**config.mk**
```make
export PLATFORM = sky130hd
export DESIGN_NAME = mem_arbiter_flat
export DESIGN_NICKNAME = d
export VERILOG_FILES = /design/src/rtl/mem_arbiter_if.sv /design/src/rtl/mem_arbiter.sv /design/src/flat_wrapper.sv
export SDC_FILE = /design/constraint.sdc
export NUM_CORES = 1
export LEC_CHECK = 0
export CAP_MARGIN = 20
export CORE_AREA = 2 2 540 542
export DETAILED_ROUTE_END_ITERATION = 10
export DIE_AREA = 0 0 542 544
export GPL_ROUTABILITY_DRIVEN = 0
export GPL_TIMING_DRIVEN = 0
export HOLD_SLACK_MARGIN = 0.15
export RECOVER_POWER = 25
export SETUP_SLACK_MARGIN = 0.02
export SLEW_MARGIN = 20
export SYNTH_ARGS = -nofsm -noshare
export SYNTH_HDL_FRONTEND = slang
export SYNTH_SLANG_ARGS = --single-unit
```
**constraint.sdc**
```tcl
create_clock -name clk -period 1.8 [get_ports clk]
set_input_delay 0.27 -clock clk [delete_from_list [all_inputs] [get_ports clk]]
set_output_delay 0.27 -clock clk [all_outputs]
set_load 0.01 [all_outputs]
```
**src/rtl/mem_arbiter_if.sv**
```systemverilog
// Cache-to-memory bus bundle for mem_arbiter: I-cache read port, D-cache read/write port, main-memory port.
interface mem_arbiter_if #(
  parameter int unsigned s_line = 256
);
  logic              i_mem_read;
  logic [31:0]       i_mem_address;
  logic [s_line-1:0] i_mem_rdata;
  logic              i_mem_resp;

  logic              d_mem_read;
  logic              d_mem_write;
  logic [31:0]       d_mem_address;
  logic [s_line-1:0] d_mem_wdata;
  logic [s_line-1:0] d_mem_rdata;
  logic              d_mem_resp;

  logic              m_mem_read;
  logic              m_mem_write;
  logic [31:0]       m_mem_address;
  logic [s_line-1:0] m_mem_wdata;
  logic [s_line-1:0] m_mem_rdata;
  logic              m_mem_resp;

  // Arbiter side
  modport slave (
    input  i_mem_read, i_mem_address,
    output i_mem_rdata, i_mem_resp,
    input  d_mem_read, d_mem_write, d_mem_address, d_mem_wdata,
    output d_mem_rdata, d_mem_resp,
    output m_mem_read, m_mem_write, m_mem_address, m_mem_wdata,
    input  m_mem_rdata, m_mem_resp
  );

  // Caches plus main memory side
  modport master (
    output i_mem_read, i_mem_address,
    input  i_mem_rdata, i_mem_resp,
    output d_mem_read, d_mem_write, d_mem_address, d_mem_wdata,
    input  d_mem_rdata, d_mem_resp,
    input  m_mem_read, m_mem_write, m_mem_address, m_mem_wdata,
    output m_mem_rdata, m_mem_resp
  );
endinterface

```
**src/rtl/mem_arbiter.sv**
```systemverilog
// Two-requester (I-cache / D-cache) arbiter onto a single main-memory port, with
// alternating priority, zero added response latency, a watchdog and a sticky error flag.
module mem_arbiter #(
  parameter int unsigned s_line  = 256,
  parameter int unsigned TIMEOUT = 255
) (
  input  logic           clk,
  input  logic           rst,
  mem_arbiter_if.slave   bus,
  output logic           err
);
  localparam int unsigned WD_W = 8;

  typedef enum logic [1:0] {IDLE, SERVE_I, SERVE_D} state_t;
  typedef enum logic {GRANT_I, GRANT_D} grant_t;

  state_t            state, state_nxt;
  grant_t            last_grant, last_grant_nxt;
  logic [WD_W-1:0]   wd, wd_nxt, wd_inc;
  logic              err_nxt;
  logic              i_pend, d_pend, d_conflict;
  logic [s_line-1:0] rdata;

  assign i_pend     = bus.i_mem_read;
  assign d_pend     = bus.d_mem_read | bus.d_mem_write;
  assign d_conflict = bus.d_mem_read & bus.d_mem_write;
  assign wd_inc     = (wd == {WD_W{1'b1}}) ? wd : wd + WD_W'(1);

  // Read data is a straight pass-through to both caches
  assign rdata           = bus.m_mem_rdata;
  assign bus.i_mem_rdata = rdata;
  assign bus.d_mem_rdata = rdata;

  always_ff @(posedge clk) begin
    if (rst) begin
      state      <= IDLE;
      last_grant <= GRANT_I;
      wd         <= '0;
      err        <= 1'b0;
    end else begin
      state      <= state_nxt;
      last_grant <= last_grant_nxt;
      wd         <= wd_nxt;
      err        <= err_nxt;
    end
  end

  always_comb begin
    state_nxt         = state;
    last_grant_nxt    = last_grant;
    wd_nxt            = wd;
    err_nxt           = err | d_conflict;
    bus.m_mem_read    = 1'b0;
    bus.m_mem_write   = 1'b0;
    bus.m_mem_address = '0;
    bus.m_mem_wdata   = '0;
    bus.i_mem_resp    = 1'b0;
    bus.d_mem_resp    = 1'b0;

    case (state)
      IDLE: begin
        if (bus.m_mem_resp) err_nxt = 1'b1;
        // D wins a tie unless it was the last side served
        if (d_pend && (!i_pend || last_grant == GRANT_I)) begin
          state_nxt      = SERVE_D;
          last_grant_nxt = GRANT_D;
          wd_nxt         = '0;
        end else if (i_pend) begin
          state_nxt      = SERVE_I;
          last_grant_nxt = GRANT_I;
          wd_nxt         = '0;
        end
      end

      SERVE_I: begin
        bus.m_mem_read    = bus.i_mem_read;
        bus.m_mem_address = bus.i_mem_address;
        bus.i_mem_resp    = bus.m_mem_resp;
        if (!bus.i_mem_read) err_nxt = 1'b1;
      end

      SERVE_D: begin
        bus.m_mem_read    = bus.d_mem_read;
        bus.m_mem_write   = bus.d_mem_write;
        bus.m_mem_address = bus.d_mem_address;
        bus.m_mem_wdata   = bus.d_mem_wdata;
        bus.d_mem_resp    = bus.m_mem_resp;
        if (!d_pend) err_nxt = 1'b1;
      end

      default: state_nxt = IDLE;
    endcase

    // Shared completion and watchdog handling for both serve states
    if (state == SERVE_I || state == SERVE_D) begin
      if (bus.m_mem_resp) begin
        state_nxt = IDLE;
      end else begin
        wd_nxt = wd_inc;
        if (wd_inc == WD_W'(TIMEOUT)) err_nxt = 1'b1;
      end
    end
  end
endmodule
```
**src/flat_wrapper.sv**
```systemverilog
// flat-port wrapper written by rule: the top's interface ports become plain ports
module mem_arbiter_flat 
#(
  parameter int unsigned s_line  = 256,
  parameter int unsigned TIMEOUT = 255
)
  (clk, rst, err, bus_i_mem_read, bus_i_mem_address, bus_i_mem_rdata, bus_i_mem_resp, bus_d_mem_read, bus_d_mem_write, bus_d_mem_address, bus_d_mem_wdata, bus_d_mem_rdata, bus_d_mem_resp, bus_m_mem_read, bus_m_mem_write, bus_m_mem_address, bus_m_mem_wdata, bus_m_mem_rdata, bus_m_mem_resp);
  mem_arbiter_if #(.s_line(s_line)) bus_i ();
  input  logic clk;
  input  logic rst;
  output logic err;
  input wire logic [$bits(bus_i.i_mem_read)-1:0] bus_i_mem_read;
  input wire logic [$bits(bus_i.i_mem_address)-1:0] bus_i_mem_address;
  output wire logic [$bits(bus_i.i_mem_rdata)-1:0] bus_i_mem_rdata;
  output wire logic [$bits(bus_i.i_mem_resp)-1:0] bus_i_mem_resp;
  input wire logic [$bits(bus_i.d_mem_read)-1:0] bus_d_mem_read;
  input wire logic [$bits(bus_i.d_mem_write)-1:0] bus_d_mem_write;
  input wire logic [$bits(bus_i.d_mem_address)-1:0] bus_d_mem_address;
  input wire logic [$bits(bus_i.d_mem_wdata)-1:0] bus_d_mem_wdata;
  output wire logic [$bits(bus_i.d_mem_rdata)-1:0] bus_d_mem_rdata;
  output wire logic [$bits(bus_i.d_mem_resp)-1:0] bus_d_mem_resp;
  output wire logic [$bits(bus_i.m_mem_read)-1:0] bus_m_mem_read;
  output wire logic [$bits(bus_i.m_mem_write)-1:0] bus_m_mem_write;
  output wire logic [$bits(bus_i.m_mem_address)-1:0] bus_m_mem_address;
  output wire logic [$bits(bus_i.m_mem_wdata)-1:0] bus_m_mem_wdata;
  input wire logic [$bits(bus_i.m_mem_rdata)-1:0] bus_m_mem_rdata;
  input wire logic [$bits(bus_i.m_mem_resp)-1:0] bus_m_mem_resp;
  assign bus_i.i_mem_read = bus_i_mem_read;
  assign bus_i.i_mem_address = bus_i_mem_address;
  assign bus_i_mem_rdata = bus_i.i_mem_rdata;
  assign bus_i_mem_resp = bus_i.i_mem_resp;
  assign bus_i.d_mem_read = bus_d_mem_read;
  assign bus_i.d_mem_write = bus_d_mem_write;
  assign bus_i.d_mem_address = bus_d_mem_address;
  assign bus_i.d_mem_wdata = bus_d_mem_wdata;
  assign bus_d_mem_rdata = bus_i.d_mem_rdata;
  assign bus_d_mem_resp = bus_i.d_mem_resp;
  assign bus_m_mem_read = bus_i.m_mem_read;
  assign bus_m_mem_write = bus_i.m_mem_write;
  assign bus_m_mem_address = bus_i.m_mem_address;
  assign bus_m_mem_wdata = bus_i.m_mem_wdata;
  assign bus_i.m_mem_rdata = bus_m_mem_rdata;
  assign bus_i.m_mem_resp = bus_m_mem_resp;
  mem_arbiter #(.s_line(s_line), .TIMEOUT(TIMEOUT)) u_core (.clk(clk), .rst(rst), .bus(bus_i), .err(err));
endmodule
```
==> impl_metrics.yaml <==
status:
  result_of_the_run: "finished with violations"
  violations: "setup timing"
timing:
  period_share_pct: 125
  final.setup_skew_ps: 1.50
  min_period_ps: 2260
  maxClockFrequency_mhz: 443
  tightest_pin_transition_ps: 822
  slew_headroom_pct: 45.0
  unrepaired_setup_endpoints_after_global_routing: "true"
  postLayoutSetupSlackWorst_ps: -456
  timing.final.hold_violations: 0
  final_max_slew_viol_count: 0
  finalSetupViolations: 284
worst_hold_path:
  holdCritPathClass: "flop to flop"
  min_delay_path_depth: 2
  hold_end: "u_core.state[0]$_SDFF_PP0_"
  hold_path.startpoint: "u_core.state[0]$_SDFF_PP0_"
placed_design:
  port_buffers: 1130
  dp_hpwl_mm: 207
  placement.cell_area_um2: 23000
grt:
  antenna_violations_before_repair: 183
  global_route_usage_sum_pct: 14.1
  grt_max_degree: 11
  grt_first_pass_wirelength_mm: 241
  first_global_vias: 11845
  overflow: 0
layout:
  drive_gt1_share_pct: 57.1
  final_core_util_pct: 9.38
  final_design_area_no_fill_um2: 27100
  num-fill-cells: 33543
  final_nets: 2813
  area_delta_synth_final_pct: 296
drt:
  met2_length_mm: 91.7
  first_pass_iters: 6
  route.vias.total: 12518
  drt_iter0_markers: 748
  post_drt_wl_per_cell_um: 35.9
  drt-total-wl_mm: 219
  met3_wirelength_mm: 32.9
  drcViolationCount: 0
  drt-met1-wl_mm: 87.2
  final_antenna_net_count: 0
  topRoutingLayerUsed: "met5"
  viasPerCell: 2.05
clocking:
  tritoncts_clock_tree: "built"
  ctsRootBufferMaster: "sky130_fd_sc_hd__clkbuf_16"
  cts_max_path_buffers: 2
  clock_sink_count: 12
  clock_pin_slew_worst_setup_and_hold_paths_ps: 40
  clock_buffer_count_from_cts: 3
  ctsHoldBuffers: 0
  htree_num_levels: 1
  clkLatencyLatePin_ps: 240
yosys:
  syn-instance-count: 975
  post_synth.cell_area_avg_um2: 7.03
  ys_top_cells_by_count: "512 x sky130_fd_sc_hd__buf_4, 261 x sky130_fd_sc_hd__and2_1, 38 x sky130_fd_sc_hd__clkbuf_1"
  synth-async-reset-ratio_pct: 0
  synth_seq_area_share_pct: 3.51
  syn_area_um2: 6850
  synth_enable_flop_cells: 0
  synth.ff_latch_count: 12
  synth-main-ff-cell: "sky130_fd_sc_hd__dfxtp_1"
  synth.largest_area_cell: "sky130_fd_sc_hd__buf_4"
  synth.distinct_cells: 37
  synth.area.top_cells: "sky130_fd_sc_hd__buf_4 56%, sky130_fd_sc_hd__and2_1 24%, sky130_fd_sc_hd__a22oi_1 3.7%"
  synth.net_count: 1562
  synth_largest_type_area_fraction_pct: 56.1
  synth.most_common_cell: "sky130_fd_sc_hd__buf_4"
  synth.yosys.warnings: 0
critical_path:
  rr_worst_depth: 7
  r2r_setup_slack_ps: -10
  end_kind: "output pin"
  worst-path-buf-inv: 7
  slowest_delay_ps: 350
  critical_path_cell_count: 10
  r2r_end: "u_core.wd[3]$_SDFF_PP0_"
  path_cells: "inv_4 > ha_4 > buf_12 > buf_8 > clkbuf_16 > buf_16 > buf_6 > a22oi_2 > nor2b_1 > buf_4"
  crit_path_max_fanout: 6
  worst_r2r_startpoint: "u_core.state[1]$_SDFF_PP0_"
  arrival_ps: 1990
  setup.worst_path.class: "flop to output pin"
  timing.critical_path.from_type: "flop"
  critical_path.top_delay_family: "buffers and inverters"
  cpMaxStageDelayCell: "sky130_fd_sc_hd__dfxtp_2"
  worstPathRequired_ps: 1530
floorplan:
  rows: 198
  io_pins: 1387
  die_height_um: 544
  die-area_um2: 295000
  die_width_um: 542
  initial_utilization_pct: 2.37
  core-area_um2: 289000
power:
  cellPowerDensity_nw_per_um2: 613
  power.ir.vdd_worst_uv: 319
  power.static_leakage_nw: 10.5
  comb_power_share_pct: 95.5
  design_power_total_mw: 16.6
  power.switching_fraction_pct: 44.3
  p_switching_mw: 7.37
  internal_power_mw: 9.27
  pwr-share-clk_pct: 2.5
  portion_of_total_power_attributed_to_sequential_cells_pct: 2.0
job:
  cap_viol_max_count: 0
## worst max-delay path by stage
| stage | end | from | slack, ps |
|---|---|---|---|
| floorplan | bus_m_mem_wdata[100] | u_core.state[0]$_SDFF_PP0_ | 90 |
| global placement | bus_m_mem_address[9] | u_core.state[1]$_SDFF_PP0_ | -2710 |
| detailed placement | bus_m_mem_wdata[149] | u_core.state[0]$_SDFF_PP0_ | -2730 |
| CTS | bus_m_mem_address[3] | u_core.state[0]$_SDFF_PP0_ | -450 |
| global route | bus_m_mem_address[7] | u_core.state[0]$_SDFF_PP0_ | -480 |
| finish | bus_m_mem_address[7] | u_core.state[0]$_SDFF_PP0_ | -460 |
## logic make-up (layout without fill, tap and decap cells)
logic type,count (synthesis),after routing,share of synthesized area (%)
buffers and inverters,563,1812,59.2
other,0,70,0
and+or+nand+nor,325,325,29.2
DFF,12,12,3.51
adders and majority gates,5,5,0.913
AOI/OAI and AO/OA,70,70,7.18
## flip-flops by register name, indices dropped and copies added (netlist names)
register and flops:
u_core.state 2, u_core.wd 8, u_core.err 1, u_core.last_grant 1
## per-layer routing
layer,global-route usage (%),vias to the layer above
li1,-,5130
met1,16.5,5609
met2,21.1,1303
met3,9.31,360
met4,3.00,116
met5,0.438,-
## through the flow
| step | setup TNS, ps | setup slack, ps | hold WS [ps] | instances |
|---|---|---|---|---|
| detailed placement | -508570 | -2730 | 515 | 5911 |
| finish | -59930 | -456 | 522 | 6094 |
| global placement | -546890 | -2710 | 496 | 5905 |
| CTS | -65940 | -452 | 511 | 6013 |
| floorplan | 0 | 85.5 | 465 | 975 |
| global route | -68040 | -483 | 546 | 6059 |
## layout make-up
type | instances | area (um^2) | share of cell area [%]
multi-input cells | 400 | 3490 | 12.8
plain buffers | 551 | 4510 | 16.6
well taps | 3800 | 4750 | 17.5
clock buffers | 3 | 75.1 | 0.277
repair buffers | 1254 | 13900 | 51.1
flip-flops and latches | 12 | 245 | 0.904
inverters | 4 | 22.5 | 0.0830
diodes | 70 | 175 | 0.645
## worst register-to-register path: cells and delay by family, from the launching register on
| family | cells | cell delay [ps] |
|---|---|---|
| flip-flops | 1 | 390 |
| AO/OA/AOI/OAI | 1 | 160 |
| buffers and inverters | 3 | 290 |
| AND/OR/NAND/NOR | 2 | 560 |
| adder cells (fa/ha/maj) | 1 | 330 |
## power by group through the flow
stage	registers (mW)	logic, mW	clock network, mW
global placement	0.322	10.9	0
floorplan	0.319	3.24	0
finish	0.335	15.9	0.417
global route	0.337	16.7	0.432
detailed placement	0.323	11.0	0
CTS	0.331	15.0	0.414
## what timing repair did
item	in CTS	in global routing
cloned	24	3
buffers inserted	76	25
resized for setup	2083	311
endpoints found under the setup margin	302	295
pin swaps	12	13
## placed cells by master (no fill, tap or decap), types with 3 or more instances in the layout
master and instances:
sky130_fd_sc_hd__nor2_1 6, sky130_fd_sc_hd__dlygate4sd2_1 3, sky130_fd_sc_hd__dfxtp_1 10, sky130_fd_sc_hd__and2_1 10, sky130_fd_sc_hd__clkbuf_16 20, sky130_fd_sc_hd__buf_2 20
sky130_fd_sc_hd__a21oi_1 10, sky130_fd_sc_hd__and2_4 251, sky130_fd_sc_hd__buf_12 75, sky130_fd_sc_hd__nand2_1 8, sky130_fd_sc_hd__clkdlybuf4s50_1 706, sky130_fd_sc_hd__a22oi_2 24
sky130_fd_sc_hd__buf_6 249, sky130_fd_sc_hd__nor2b_2 3, sky130_fd_sc_hd__buf_4 529, sky130_fd_sc_hd__clkbuf_4 3, sky130_fd_sc_hd__nor2b_1 19, sky130_fd_sc_hd__dlygate4sd3_1 132
sky130_fd_sc_hd__a22oi_1 10, sky130_fd_sc_hd__ha_4 3, sky130_fd_sc_hd__buf_8 62, sky130_fd_sc_hd__nor2b_4 12, sky130_fd_sc_hd__buf_16 7, sky130_fd_sc_hd__nand4_1 3
sky130_fd_sc_hd__diode_2 70, sky130_fd_sc_hd__o21ai_1 5
Note: power is estimated with default switching activity, not from simulation.
